File: config.mk
export PLATFORM = sky130hd
export DESIGN_NAME = hsk_pack_flat
export DESIGN_NICKNAME = d
export VERILOG_FILES = /design/src/rtl/hsk_pack_if.sv /design/src/rtl/hsk_pack.sv /design/src/flat_wrapper.sv
export SDC_FILE = /design/constraint.sdc
export NUM_CORES = 1
export LEC_CHECK = 0
export ABC_AREA = 1
export CORE_ASPECT_RATIO = 0.8
export CORE_MARGIN = 10
export CORE_UTILIZATION = 42
export CTS_CLUSTER_SIZE = 10
export DETAILED_ROUTE_END_ITERATION = 10
export GPL_TIMING_DRIVEN = 0
export PLACE_DENSITY_LB_ADDON = 0.1
export SYNTH_ARGS = -nofsm -noshare
export SYNTH_HDL_FRONTEND = slang
export SYNTH_SLANG_ARGS = --single-unit
File: constraint.sdc
create_clock -name clk -period 1.63 [get_ports clk]
set_input_delay 0.326 -clock clk [delete_from_list [all_inputs] [get_ports clk]]
set_output_delay 0.326 -clock clk [all_outputs]
set_load 0.005 [all_outputs]
File: src/rtl/hsk_pack_if.sv
// hsk_pack_if: bundles the beat-side and word-side handshakes of hsk_pack.
//   in_vld/in_rdy/in_dat/in_last      narrow beat stream into the packer
//   out_vld/out_rdy/out_dat/out_cnt/out_last   packed word stream out of it
// Modports: master = environment (drives beats, sinks words), slave = packer.
interface hsk_pack_if #(
    parameter int unsigned IW    = 8,
    parameter int unsigned RATIO = 4,
    parameter int unsigned CW    = $clog2(RATIO + 1)
);
    logic                  in_vld;
    logic                  in_rdy;
    logic [IW-1:0]         in_dat;
    logic                  in_last;
    logic                  out_vld;
    logic                  out_rdy;
    logic [IW*RATIO-1:0]   out_dat;
    logic [CW-1:0]         out_cnt;
    logic                  out_last;

    modport master (
        output in_vld, in_dat, in_last, out_rdy,
        input  in_rdy, out_vld, out_dat, out_cnt, out_last
    );

    modport slave (
        input  in_vld, in_dat, in_last, out_rdy,
        output in_rdy, out_vld, out_dat, out_cnt, out_last
    );
endinterface

File: src/rtl/hsk_pack.sv
// hsk_pack: collects RATIO beats of IW bits into one IW*RATIO-bit word (first beat in the LSBs).
// in_last closes a word early; out_cnt gives the number of valid lanes, unused lanes read 0.
// Output fields are frozen while out_vld is high, so it can feed a slow handshake crossing.
// Ports:
//   clk, rst_n     single clock, asynchronous active-low reset
//   bus (slave)    in_vld/in_rdy/in_dat/in_last beat side, out_vld/out_rdy/out_dat/out_cnt/
//                  out_last word side
// Build option: define HSK_PACK_SKID_EN to split the accumulator from the output register so
// beats keep flowing while a word waits (one beat per cycle peak). Undefined: a single register,
// no beat accepted while a word is pending.
module hsk_pack #(
    parameter int unsigned IW    = 8,
    parameter int unsigned RATIO = 4,
    parameter int unsigned CW    = $clog2(RATIO + 1)
) (
    input logic       clk,
    input logic       rst_n,
    hsk_pack_if.slave bus
);
    localparam int unsigned   OW      = IW * RATIO;
    localparam logic [CW-1:0] LastIdx = CW'(RATIO - 1);

    typedef enum logic [0:0] {StFill, StFull} state_e;

    state_e        state_q, state_d;
    logic [CW-1:0] idx_q, idx_d;
    logic [OW-1:0] acc_q, acc_d;
    logic [OW-1:0] merged;
    logic [CW-1:0] close_cnt;
    logic          in_rdy;
    logic          accept;
    logic          closing;

    assign accept    = bus.in_vld && in_rdy;
    assign closing   = accept && (bus.in_last || (idx_q == LastIdx));
    assign close_cnt = idx_q + CW'(1);

    // Lane 0 starts a fresh word, so lanes beyond the closing beat read 0.
    always_comb begin
        merged = (idx_q == '0) ? '0 : acc_q;
        merged[int'(idx_q) * IW +: IW] = bus.in_dat;
    end

`ifndef HSK_PACK_SKID_EN
    logic [CW-1:0] cnt_q, cnt_d;
    logic          last_q, last_d;

    assign in_rdy = (state_q == StFill);

    always_ff @(posedge clk or negedge rst_n) begin
        if (!rst_n) begin
            state_q <= StFill;
            idx_q   <= '0;
            acc_q   <= '0;
            cnt_q   <= '0;
            last_q  <= 1'b0;
        end else begin
            state_q <= state_d;
            idx_q   <= idx_d;
            acc_q   <= acc_d;
            cnt_q   <= cnt_d;
            last_q  <= last_d;
        end
    end

    always_comb begin
        state_d = state_q;
        idx_d   = idx_q;
        acc_d   = acc_q;
        cnt_d   = cnt_q;
        last_d  = last_q;
        unique case (state_q)
            StFill: begin
                if (accept) begin
                    acc_d = merged;
                    idx_d = closing ? '0 : idx_q + CW'(1);
                end
                if (closing) begin
                    state_d = StFull;
                    cnt_d   = close_cnt;
                    last_d  = bus.in_last;
                end
            end
            StFull: begin
                if (bus.out_rdy) state_d = StFill;
            end
            default: state_d = StFill;
        endcase
    end

    always_comb begin
        bus.in_rdy   = in_rdy;
        bus.out_vld  = (state_q == StFull);
        bus.out_dat  = acc_q;
        bus.out_cnt  = cnt_q;
        bus.out_last = last_q;
    end
`else
    logic          held_q, held_d;      // closed word parked in acc_q
    logic [CW-1:0] hcnt_q, hcnt_d;
    logic          hlast_q, hlast_d;
    logic [OW-1:0] odat_q, odat_d;
    logic [CW-1:0] ocnt_q, ocnt_d;
    logic          olast_q, olast_d;
    logic          out_free;
    logic          move;

    assign in_rdy   = !held_q;
    assign out_free = (state_q == StFill) || bus.out_rdy;
    // A parked word implies StFull; it advances on the output handshake.
    assign move     = held_q && bus.out_rdy;

    always_ff @(posedge clk or negedge rst_n) begin
        if (!rst_n) begin
            state_q <= StFill;
            idx_q   <= '0;
            acc_q   <= '0;
            held_q  <= 1'b0;
            hcnt_q  <= '0;
            hlast_q <= 1'b0;
            odat_q  <= '0;
            ocnt_q  <= '0;
            olast_q <= 1'b0;
        end else begin
            state_q <= state_d;
            idx_q   <= idx_d;
            acc_q   <= acc_d;
            held_q  <= held_d;
            hcnt_q  <= hcnt_d;
            hlast_q <= hlast_d;
            odat_q  <= odat_d;
            ocnt_q  <= ocnt_d;
            olast_q <= olast_d;
        end
    end

    always_comb begin
        state_d = state_q;
        idx_d   = idx_q;
        acc_d   = acc_q;
        held_d  = held_q;
        hcnt_d  = hcnt_q;
        hlast_d = hlast_q;
        odat_d  = odat_q;
        ocnt_d  = ocnt_q;
        olast_d = olast_q;
        if (accept) begin
            acc_d = merged;
            idx_d = closing ? '0 : idx_q + CW'(1);
        end
        if (closing && out_free) begin
            odat_d  = merged;
            ocnt_d  = close_cnt;
            olast_d = bus.in_last;
        end else if (closing) begin
            held_d  = 1'b1;
            hcnt_d  = close_cnt;
            hlast_d = bus.in_last;
        end
        // move and closing are exclusive: nothing is accepted while a word is parked.
        if (move) begin
            odat_d  = acc_q;
            ocnt_d  = hcnt_q;
            olast_d = hlast_q;
            held_d  = 1'b0;
        end
        unique case (state_q)
            StFill: begin
                if (closing) state_d = StFull;
            end
            StFull: begin
                if (bus.out_rdy && !move && !closing) state_d = StFill;
            end
            default: state_d = StFill;
        endcase
    end

    always_comb begin
        bus.in_rdy   = in_rdy;
        bus.out_vld  = (state_q == StFull);
        bus.out_dat  = odat_q;
        bus.out_cnt  = ocnt_q;
        bus.out_last = olast_q;
    end
`endif
endmodule

File: src/flat_wrapper.sv
// flat-port wrapper written by rule: the top's interface ports become plain ports
module hsk_pack_flat 
#(
    parameter int unsigned IW    = 8,
    parameter int unsigned RATIO = 4,
    parameter int unsigned CW    = $clog2(RATIO + 1)
)
  (clk, rst_n, bus_in_vld, bus_in_dat, bus_in_last, bus_out_rdy, bus_in_rdy, bus_out_vld, bus_out_dat, bus_out_cnt, bus_out_last);
  hsk_pack_if #(.IW(IW), .RATIO(RATIO), .CW(CW)) bus_i ();
  input logic clk;
  input logic rst_n;
  input wire logic [$bits(bus_i.in_vld)-1:0] bus_in_vld;
  input wire logic [$bits(bus_i.in_dat)-1:0] bus_in_dat;
  input wire logic [$bits(bus_i.in_last)-1:0] bus_in_last;
  input wire logic [$bits(bus_i.out_rdy)-1:0] bus_out_rdy;
  output wire logic [$bits(bus_i.in_rdy)-1:0] bus_in_rdy;
  output wire logic [$bits(bus_i.out_vld)-1:0] bus_out_vld;
  output wire logic [$bits(bus_i.out_dat)-1:0] bus_out_dat;
  output wire logic [$bits(bus_i.out_cnt)-1:0] bus_out_cnt;
  output wire logic [$bits(bus_i.out_last)-1:0] bus_out_last;
  assign bus_i.in_vld = bus_in_vld;
  assign bus_i.in_dat = bus_in_dat;
  assign bus_i.in_last = bus_in_last;
  assign bus_i.out_rdy = bus_out_rdy;
  assign bus_in_rdy = bus_i.in_rdy;
  assign bus_out_vld = bus_i.out_vld;
  assign bus_out_dat = bus_i.out_dat;
  assign bus_out_cnt = bus_i.out_cnt;
  assign bus_out_last = bus_i.out_last;
  hsk_pack #(.IW(IW), .RATIO(RATIO), .CW(CW)) u_core (.clk(clk), .rst_n(rst_n), .bus(bus_i));
endmodule
==> impl_summary.txt <==
----------------------------------------------------
[Timing]
  Measured slew at the worst slew-check pin ... 0.886 ns
  Setup skew after layout ... between 0.01 and 0.015 ns
  Final setup violation count ... 0
  Final TNS setup ... 0 ns
  Maximum achievable frequency ... 635 MHz
  Rel. slew slack ... 41.0%
  Clock period minus worst slack ... 1.58 ns
  Final Hold Vio Count ... 0
  RSZ-0062 raised after global routing ... yes
  Worst hold-check slack ... 0.139 ns
  Total count of max-transition violations in the final report ... 0
  Final cycle utilization of the critical path ... ~97%

[Die]
  Initial core utilization ... 43.1%
  DIE HEIGHT ... 78.4 µm
  Total Die Area ... 7280 µm²
  Horiz. Die Dim ... about 93 µm
  Number of rows in the core area ... 21
  I/O pin count ... 51
  Core ar. ... around 4200 µm²

[Setup path]
  CP Capture Type ... flip-flop
  Crit-path slowest cell ... sky130_fd_sc_hd__dfrtp_1
  Peak per-stage delay on the critical path ... between 0.3 and 0.4 ns
  Required time at the endpoint of the critical path ... 1.82 ns
  Worst path cell trace ... buf_6 > inv_4 > ha_4 > ha_4 > inv_2 > nor2_4 > nand3_4 > nand3_1 > nand2_1
  CP Data Arrival Time ... 1.77 ns
  Crit Path Class ... flip-flop to flip-flop
  Most frequent cell on the critical path ... sky130_fd_sc_hd__ha_4
  Kind of launch point of the worst setup path ... flip-flop
  Maximum fanout count along the critical path ... 8

[GRT]
  Antenna violations before repair ... 0
  Maximum number of pins on one net before global-route repair ... 41
  Global-route usage over all layers ... 14.1%
  Global-route congestion overflow total ... 0
  Vias in the first global route ... 1,634
  Wire length of the first global-routing pass ... approximately 8200 µm

[Route]
  Number of search-and-repair iterations in the first detailed-routing pass ... 4
  Routed Antenna Nets ... 0
  Via/cell ratio ... between 4 and 5
  Via count ... 1,607
  Number of remaining DRC errors ... 0
  Wire length per cell ... around 15 µm
  Number of DRC markers after the initial detailed-route iteration ... 130
  Total wirelength of the detailed-routed design ... around 5100 µm

[Pwr]
  Areal power density over the cells ... 1410 nW/µm²
  Power share of the combinational group ... 43.2%
  Peak VDD IR ... 0.000656 V
  Reported net switching power ... between 1 and 1.5 mW
  Switching part of the total power ... between 30% and 40%
  Share of power burned in registers ... 35.2%
  Leakage power of the design ... between 1 and 1.5 nW
  Cell internal pwr ... about 2.4 mW
  Clock network fraction of total power ... 21.6%

[Layout]
  Number of fillers in the final layout ... about 370
  Non-filler instance count after layout ... 333
  Area growth, synth to finish ... 49.9%
  Core Util, Final ... between 60 and 70%
  Total inserted antenna cells ... 0
  Number of nets in the final layout ... 292
  Share of layout cells above drive strength 1 ... 20.7%
  Design Area, Final ... 2680 µm²

[Synth]
  Cells taking the most area after synthesis ... sky130_fd_sc_hd__dfrtp_1, sky130_fd_sc_hd__nand2_1, sky130_fd_sc_hd__nand3_1
  Average cell area after synthesis ... 8.60 µm²
  Top-count cell post-synth ... sky130_fd_sc_hd__nand2_1
  Most frequent cells after synthesis ... sky130_fd_sc_hd__nand2_1, sky130_fd_sc_hd__dfrtp_1, sky130_fd_sc_hd__nand3_1
  EDFF count, synth ... 0
  Fraction of synthesis flops using an asynchronous set or reset pin ... between 90% and 100%
  Gate count after technology mapping ... 208
  Fraction of synthesized cell area taken by the top area cell type ... 56.0%
  Syn Nets ... 225
  Top_reg_cell synth ... sky130_fd_sc_hd__dfrtp_1
  Synth warn ... 0
  Synthesized cell area ... 1790 µm²
  Cell type contributing the most total cell area after synthesis ... sky130_fd_sc_hd__dfrtp_1
  Number of unique standard cell types used by synthesis ... 17
  Sequential element share of the synthesized area ... 56.0%
  Synthesis-stage register bit count ... 40

[Clock tree]
  Buffer cell driving the clock tree root ... sky130_fd_sc_hd__clkbuf_8
  Count of H-tree levels built during CTS ... 2
  CTS tree ... done
  Clk_lat worst skew ... 0.30 ns
  Clock-pin slew on the worst setup and hold paths ... ~0.09 ns
  CTS Sinks ... 40
  Hold buffer count at cts ... 0
  Maximum buffer depth of the clock tree ... 2
  Number of buffers added by the clock tree synthesis step ... 5

[Placed design]
  Total half-perimeter wirelength after legalization and detailed placement ... between 3000 and 4000 µm
  Placer congestion estimate ... 0.829
  Count of buffers inserted at the top-level ports ... 50
  Placement-stage cell area ... 2350 µm²
  Placed cell count ... 315

[Job]
  Number of maximum-capacitance violations ... 0

[Worst hold path]
  Kind of path behind the tightest hold check ... input pin to async pin

[Outcome]
  Run status ... complete, no violations

----------------------------------------------------
==> state kept, by name, summed over array words and instances, names as in the netlist <==
register	cells
u_core.bus.out_last	1
u_core.idx_q	3
u_core.bus.out_cnt	3
u_core.bus.out_dat	32
u_core.bus.out_vld	1
==> area by class of cell <==
type                    instances  area (µm²)  area share (%)
flip-flops and latches         40        1000            37.3
clock buffers                   5        68.8            2.57
clock inverters                 3        42.5            1.59
multi-input cells             146         822            30.7
inverters                      18        72.6            2.71
repair buffers                 60         569            21.2
well taps                      57        71.3            2.66
plain buffers                   4        32.5            1.21
==> power by group through the flow <==
stage	sequential (mW)	clock, mW	combinational [mW]
3_5_place_dp	1.35	0	1.20
4_1_cts	1.32	0.827	1.37
5_1_grt	1.35	0.877	1.77
6_report	1.33	0.814	1.63
2_1_floorplan	1.35	0	0.599
3_3_place_gp	1.34	0	1.20
==> routing by layer <==
layer / vias up / GRT usage (%) / share of wire [%]
met1: 772 / 17.5 / 44
met5: - / 0 / 0
met3: 7 / 5.80 / 7.4
met4: 0 / 5.08 / 1.4
li1: 788 / - / -
met2: 40 / 21.6 / 47
==> cell usage in the layout (no fill, tap or decap), drive strengths merged <==
cell | synthesis | routed
inv | 18 | 18
bufinv | 0 | 1
clkinv | 0 | 1
clkdlybuf4s50 | 0 | 48
o22ai | 2 | 2
nand2 | 88 | 88
clkbuf | 0 | 5
nor2 | 18 | 18
buf | 4 | 15
nand3 | 26 | 26
ha | 4 | 4
o21ai | 7 | 7
dfrtp | 40 | 40
dlygate4sd2 | 0 | 1
clkinvlp | 0 | 1
nor3 | 1 | 1
==> critical path: cells and delay by family (launching register included) <==
kind / cells / cell delay (ns)
DFF: 1 / 0.37
and+or+nand+nor: 4 / 0.44
adders and majority gates: 2 / 0.45
buffers and inverters: 3 / 0.22
==> stage by stage <==
stage                     setup slack (ns)  total power [mW]
after floorplan                     0.0543              1.95
after global routing               -0.0282              4.00
after detailed placement            -0.157              2.55
after CTS                          0.00920              3.52
after global placement              -0.769              2.54
final                               0.0550              3.77
==> worst paths after layout <==
| path | start | slack [ns] | end | cells past startpoint |
|---|---|---|---|---|
| setup / recovery | u_core.idx_q[0] | 0.05 | u_core.bus.out_dat[28] | 9 |
| hold / removal | rst_n | 0.14 | u_core.bus.out_dat[11] | 1 |
| setup reg to reg | u_core.idx_q[0] | 0.05 | u_core.bus.out_dat[28] | 9 |
| hold reg to reg | u_core.bus.out_dat[18] | 0.48 | u_core.bus.out_dat[18] | 2 |
| max in group asynchronous | rst_n | 0.93 | u_core.bus.out_dat[5] | 1 |
| min in group clk | u_core.bus.out_dat[18] | 0.48 | u_core.bus.out_dat[18] | 2 |
==> timing repair <==
action,in CTS,in global routing
endpoints found under the hold margin,0,0
gates resized for setup,12,25
buffers inserted,5,5
pin swaps,1,18
endpoints found under the setup margin,33,36
==> kinds of logic after synthesis <==
group           share of synthesized area [%]
simple gates                             33.0
compound gates                           2.66
fa+ha+maj                                2.80
buf+inv                                  5.60
flops                                    56.0
Power figures use the tool's default switching activity.
